<file path="config.mk">
export PLATFORM = sky130hd
export DESIGN_NAME = math_issue_queue
export DESIGN_NICKNAME = d
export VERILOG_FILES = /design/src/rtl/math_issue_queue.sv
export SDC_FILE = /design/constraint.sdc
export NUM_CORES = 1
export LEC_CHECK = 0
export ABC_AREA = 1
export BUFFER_PORTS_ARGS = -buffer_cell sky130_fd_sc_hd__clkbuf_2
export CELL_PAD_IN_SITES_DETAIL_PLACEMENT = 1
export CELL_PAD_IN_SITES_GLOBAL_PLACEMENT = 1
export CORE_MARGIN = 2
export CORE_UTILIZATION = 46
export DETAILED_ROUTE_END_ITERATION = 7
export PLACE_DENSITY_LB_ADDON = 0.15
export SYNTH_ARGS = -nofsm -noshare
export SYNTH_HDL_FRONTEND = slang
export SYNTH_HIERARCHICAL = 1
export SYNTH_SLANG_ARGS = --single-unit
</file>
<file path="constraint.sdc">
create_clock -name cpu_clock_i -period 2.95 [get_ports cpu_clock_i]
set_clock_uncertainty 0.15 [all_clocks]
set_input_delay 0.59 -clock cpu_clock_i [delete_from_list [all_inputs] [get_ports cpu_clock_i]]
set_output_delay 0.59 -clock cpu_clock_i [all_outputs]
set_load 0.005 [all_outputs]
</file>
<file path="src/rtl/math_issue_queue.sv">
// Collapsing issue queue for the math pipe: oldest-first select, tag wakeup, 1-cycle issue.
// Optional second wakeup port enabled by defining MATH_IQ_WAKE1_EN.

module math_iq_wake #(
  parameter int NUM_WAKE = 1
) (
  input  logic [5:0]                rs1,
  input  logic                      rs1_rdy,
  input  logic [5:0]                rs2,
  input  logic                      rs2_rdy,
  input  logic [NUM_WAKE-1:0]       wake_valid,
  input  logic [NUM_WAKE-1:0][5:0]  wake_dest,
  output logic                      rs1_rdy_nxt,
  output logic                      rs2_rdy_nxt
);
  always_comb begin
    rs1_rdy_nxt = rs1_rdy;
    rs2_rdy_nxt = rs2_rdy;
    for (int w = 0; w < NUM_WAKE; w++) begin
      if (wake_valid[w] && wake_dest[w] == rs1) rs1_rdy_nxt = 1'b1;
      if (wake_valid[w] && wake_dest[w] == rs2) rs2_rdy_nxt = 1'b1;
    end
  end
endmodule

module math_issue_queue #(
  parameter int DEPTH = 8
) (
  input  logic                     cpu_clock_i,
  input  logic                     cpu_reset_ni,
  input  logic                     flush_i,
  input  logic                     enq_valid_i,
  output logic                     enq_ready_o,
  input  logic [5:0]               enq_rob_i,
  input  logic [5:0]               enq_rs1_i,
  input  logic [5:0]               enq_rs2_i,
  input  logic                     enq_rs1_rdy_i,
  input  logic                     enq_rs2_rdy_i,
  input  logic [5:0]               wake0_dest_i,
  input  logic                     wake0_valid_i,
`ifdef MATH_IQ_WAKE1_EN
  input  logic [5:0]               wake1_dest_i,
  input  logic                     wake1_valid_i,
`endif
  output logic [17:0]              data_o,
  output logic                     valid_o,
  output logic [$clog2(DEPTH):0]   count_o
);
  localparam int IW = $clog2(DEPTH);
  localparam int CW = IW + 1;
`ifdef MATH_IQ_WAKE1_EN
  localparam int NUM_WAKE = 2;
`else
  localparam int NUM_WAKE = 1;
`endif

  typedef struct packed {
    logic [5:0] rob;
    logic [5:0] rs1;
    logic       rs1_rdy;
    logic [5:0] rs2;
    logic       rs2_rdy;
  } iq_pay_t;

  logic [NUM_WAKE-1:0]      wk_vld;
  logic [NUM_WAKE-1:0][5:0] wk_dest;
`ifdef MATH_IQ_WAKE1_EN
  assign wk_vld  = {wake1_valid_i, wake0_valid_i};
  assign wk_dest = {wake1_dest_i, wake0_dest_i};
`else
  assign wk_vld     = wake0_valid_i;
  assign wk_dest[0] = wake0_dest_i;
`endif

  logic [DEPTH-1:0] q_vld;
  iq_pay_t          q_pay   [DEPTH];
  iq_pay_t          src_pay [DEPTH+1];
  iq_pay_t          woke    [DEPTH+1];
  logic [DEPTH:0]   woke_r1, woke_r2;
  logic [DEPTH:0]   vld_ext;
  logic [DEPTH-1:0] nxt_vld;
  iq_pay_t          nxt_pay [DEPTH];
  logic             iss_hit, enq_fire;
  logic [IW-1:0]    iss_idx;
  logic [CW-1:0]    enq_idx, cnt_nxt;

  // Slot DEPTH of the wake array is the incoming enqueue, so it sees the same-cycle wakeup.
  always_comb begin
    for (int i = 0; i < DEPTH; i++) src_pay[i] = q_pay[i];
    src_pay[DEPTH] = '{rob: enq_rob_i, rs1: enq_rs1_i, rs1_rdy: enq_rs1_rdy_i,
                       rs2: enq_rs2_i, rs2_rdy: enq_rs2_rdy_i};
  end

  for (genvar g = 0; g <= DEPTH; g++) begin : g_wake
    math_iq_wake #(.NUM_WAKE(NUM_WAKE)) u_wake (
      .rs1         (src_pay[g].rs1),
      .rs1_rdy     (src_pay[g].rs1_rdy),
      .rs2         (src_pay[g].rs2),
      .rs2_rdy     (src_pay[g].rs2_rdy),
      .wake_valid  (wk_vld),
      .wake_dest   (wk_dest),
      .rs1_rdy_nxt (woke_r1[g]),
      .rs2_rdy_nxt (woke_r2[g])
    );
  end

  always_comb begin
    for (int i = 0; i <= DEPTH; i++) begin
      woke[i]         = src_pay[i];
      woke[i].rs1_rdy = woke_r1[i];
      woke[i].rs2_rdy = woke_r2[i];
    end
  end

  // Select works on registered rdy bits only, so a just-woken entry waits one cycle.
  always_comb begin
    iss_hit = 1'b0;
    iss_idx = '0;
    for (int i = DEPTH-1; i >= 0; i--) begin
      if (q_vld[i] && q_pay[i].rs1_rdy && q_pay[i].rs2_rdy) begin
        iss_hit = 1'b1;
        iss_idx = IW'(i);
      end
    end
  end

  assign enq_ready_o = (count_o < CW'(DEPTH));
  assign enq_fire    = enq_valid_i && enq_ready_o && !flush_i;
  assign enq_idx     = iss_hit ? count_o - 1'b1 : count_o;
  assign cnt_nxt     = count_o + CW'(enq_fire) - CW'(iss_hit);
  assign vld_ext     = {1'b0, q_vld};

  always_comb begin
    for (int i = 0; i < DEPTH; i++) begin
      if (iss_hit && IW'(i) >= iss_idx) begin
        nxt_vld[i] = vld_ext[i+1];
        nxt_pay[i] = woke[i+1];
      end else begin
        nxt_vld[i] = q_vld[i];
        nxt_pay[i] = woke[i];
      end
      if (enq_fire && CW'(i) == enq_idx) begin
        nxt_vld[i] = 1'b1;
        nxt_pay[i] = woke[DEPTH];
      end
    end
  end

  always_ff @(posedge cpu_clock_i or negedge cpu_reset_ni) begin
    if (!cpu_reset_ni) begin
      q_vld   <= '0;
      count_o <= '0;
      valid_o <= 1'b0;
      data_o  <= '0;
    end else if (flush_i) begin
      q_vld   <= '0;
      count_o <= '0;
      valid_o <= 1'b0;
    end else begin
      q_vld   <= nxt_vld;
      count_o <= cnt_nxt;
      valid_o <= iss_hit;
      if (iss_hit) data_o <= {q_pay[iss_idx].rs2, q_pay[iss_idx].rs1, q_pay[iss_idx].rob};
    end
  end

  // Payload is qualified by q_vld, so it carries no reset.
  always_ff @(posedge cpu_clock_i) begin
    for (int i = 0; i < DEPTH; i++) q_pay[i] <= nxt_pay[i];
  end
endmodule

</file>
==> results.json <==
{
  "worstSetupEndpointType": "register",
  "max_freq_mhz": 372,
  "dr.pass1.iters": 6,
  "drc_errors": 0,
  "synth.cell_area_um2": 12400,
  "routed_wl_um": 44600,
  "cts_max_level": 4,
  "max_slew_margin": 0.349,
  "fin_crit_sh": 0.912,
  "fin_crit_ns": 2.69,
  "cts_root_buffer": "clkbuf_16",
  "synthTopCellsByArea": "edfxtp_1, nand2_1, nand3_1",
  "vias": 12100,
  "grt_pass1_vias": 12200,
  "dp_cells": 2090,
  "reg2reg_to": "q_pay[4][6]$_DFFE_PP_",
  "finalNonFillerCells": 2122,
  "synth_enable_flop_cells": 144,
  "port_buffers": 54,
  "fin_nets": 1807,
  "reg2reg_slack_ns": 0.26,
  "syn_inst": 1728,
  "worst-setup-path-type": "reg -> reg",
  "drv_slew": 0,
  "synth_warnings": 6,
  "dp_hpwl_um": 32500,
  "pre_cts_ws_ns": 0.163,
  "cp-start-kind": "register",
  "clk_path_buf_depth": 2,
  "cts.sinks": 191,
  "grt_antenna_before_repair": 0,
  "outcome": "finished clean",
  "finalSetupTns_ns": 0,
  "gp_congestion": 0.890,
  "synthFlopType": "edfxtp_1",
  "dieArea_um2": 28200,
  "die_w_um": 168,
  "antenna_left": 0,
  "die_h_um": 168,
  "rr_worst_depth": 10,
  "hold_ws_ns": 0.119,
  "cts_buffers": 17,
  "synth.most_common_cell": "nand2_1",
  "cts_tree": "yes",
  "globalRouteOverflowTotal": 0,
  "clk_latency_ns": 0.46,
  "ios": 55,
  "area_delta_synth_final_pct": 11.6,
  "core_um2": 26700,
  "peakVddDrop_uv": 902,
  "synth.distinct_cells": 40,
  "post_route_cells_drive_above_1_share": 0.0999,
  "async_flop_share": 0.162,
  "setup_ws_ns": 0.259,
  "first_iter_violations": 1002,
  "tightest_slew_ns": 0.977,
  "synth_area_per_cell_um2": 7.16,
  "clkTransAtPathRegs_ns": 0.10,
  "rows": 60,
  "grt_pass1_wl_um": 69500,
  "r2r-start": "q_vld[1]$_DFFE_PN0P_",
  "p_leak_nw": 6.59,
  "yosys.area.top_type": "edfxtp_1",
  "start_util": 0.464,
  "cp_max_fo": 19,
  "required_ns": 2.92,
  "synth_top_area_frac": 0.350,
  "grt_setup_unrepaired": "false",
  "routedWlPerCell_um": 21.0,
  "ys_top_cells_by_count": "nand2_1, nand3_1, inv_1, edfxtp_1, nor2_1",
  "cap_violations": 0,
  "synth_nets": 1767,
  "ys_seq_area_frac": 0.438,
  "grt_max_degree": 79,
  "n_antenna_cell": 0,
  "hold_path.class": "in -> async",
  "vias_per_cell": 5.72,
  "ys_ff_latch": 191,
  "p_per_area_nw_per_um2": 964,
  "hold_viol": 0,
  "cp.arrival_ns": 2.66,
  "grt_usage": 0.322,
  "setup_viol": 0
}
[worst max-delay path, stage by stage, from the launching register on]
cell	delay, ns
dfrtp_1	0.41
nand3_1	0.14
nand2_1	0.16
nor2_4	0.22
nand2_8	0.11
o21ai_2	0.18
inv_2	0.07
nor2_2	0.24
nand2_2	0.26
nand3_1	0.13
buf_4	0.28
[state kept, by name, indices dropped and copies added (netlist names)]
name	cells
q_pay	160
data_o	18
q_vld	8
count_o	4
valid_o	1
[logic make-up (layout without fill, tap and decap cells)]
family | Yosys count | count (layout) | synth area share
AOI/OAI and AO/OA | 225 | 225 | 0.100
xor gates and xnor gates | 5 | 5 | 0.00354
adders and majority gates | 8 | 8 | 0.00870
buffers and inverters | 341 | 394 | 0.109
DFF | 191 | 191 | 0.438
muxes | 1 | 1 | 0.000809
and+or+nand+nor | 957 | 957 | 0.339
[power breakdown]
part / internal, mW / switching (mW)
sequential: 4.32 / 0.850
combinational: 1.90 / 3.82
clock: 1.16 / 1.26
[metal layers]
metal / global-route usage / wire length, um / vias to the layer above
met5: 0 / 0 / -
met4: 0.104 / 1300 / 0
met3: 0.0376 / 2560 / 68
met2: 0.544 / 21500 / 429
met1: 0.434 / 19200 / 5957
li1: - / - / 5686
[stage by stage]
stage | util | area (um2) | power [mW]
6_report | 0.518 | 13800 | 13.3
5_1_grt | 0.518 | 13800 | 14.2
4_1_cts | 0.518 | 13800 | 13.2
3_5_place_dp | 0.495 | 13200 | 10.8
3_3_place_gp | 0.495 | 13200 | 10.5
2_1_floorplan | - | 12400 | 8.68
[worst max-delay path by stage]
stage,startpoint,endpoint,depth (start not counted)
after floorplan,q_vld[0]$_DFFE_PN0P_,q_pay[2][10]$_DFFE_PP_,11
after global placement,q_vld[1]$_DFFE_PN0P_,q_pay[6][16]$_DFFE_PP_,11
after detailed placement,q_vld[1]$_DFFE_PN0P_,q_pay[6][18]$_DFFE_PP_,11
after CTS,q_vld[1]$_DFFE_PN0P_,q_pay[6][18]$_DFFE_PP_,11
after global routing,q_vld[4]$_DFFE_PN0P_,q_pay[4][9]$_DFFE_PP_,10
final,q_vld[1]$_DFFE_PN0P_,q_pay[4][6]$_DFFE_PP_,10
[final cells by class]
class                   count  area [um2]
flip-flops and latches    191        5420
clock buffers              17         425
repair buffers            107         781
multi-input cells        1196        5600
fillers                  3453       12800
inverters                 255         957
clock inverters            15         190
well taps                 341         427
[cell usage in the layout (no fill, tap or decap), types with 7 or more instances in the layout]
master and instances:
nand2_1 505, nand3_1 286, inv_1 248, edfxtp_1 144, nor2_1 105, o21ai_0 76, o21ai_1 71, clkbuf_2 54
a21oi_1 49, buf_4 44, nand3b_1 36, dfrtp_1 31, clkbuf_16 17, dfxtp_1 16, nand2_2 10, o21bai_2 9
buf_12 9, ha_1 7, clkinv_8 7
[repair_timing]
item | CTS | global route
hold buffers | 0 | 0
setup buffers | 0 | 0
resized for setup | 0 | 1
setup endpoints to repair | 0 | 20
Power figures use the tool's default switching activity.
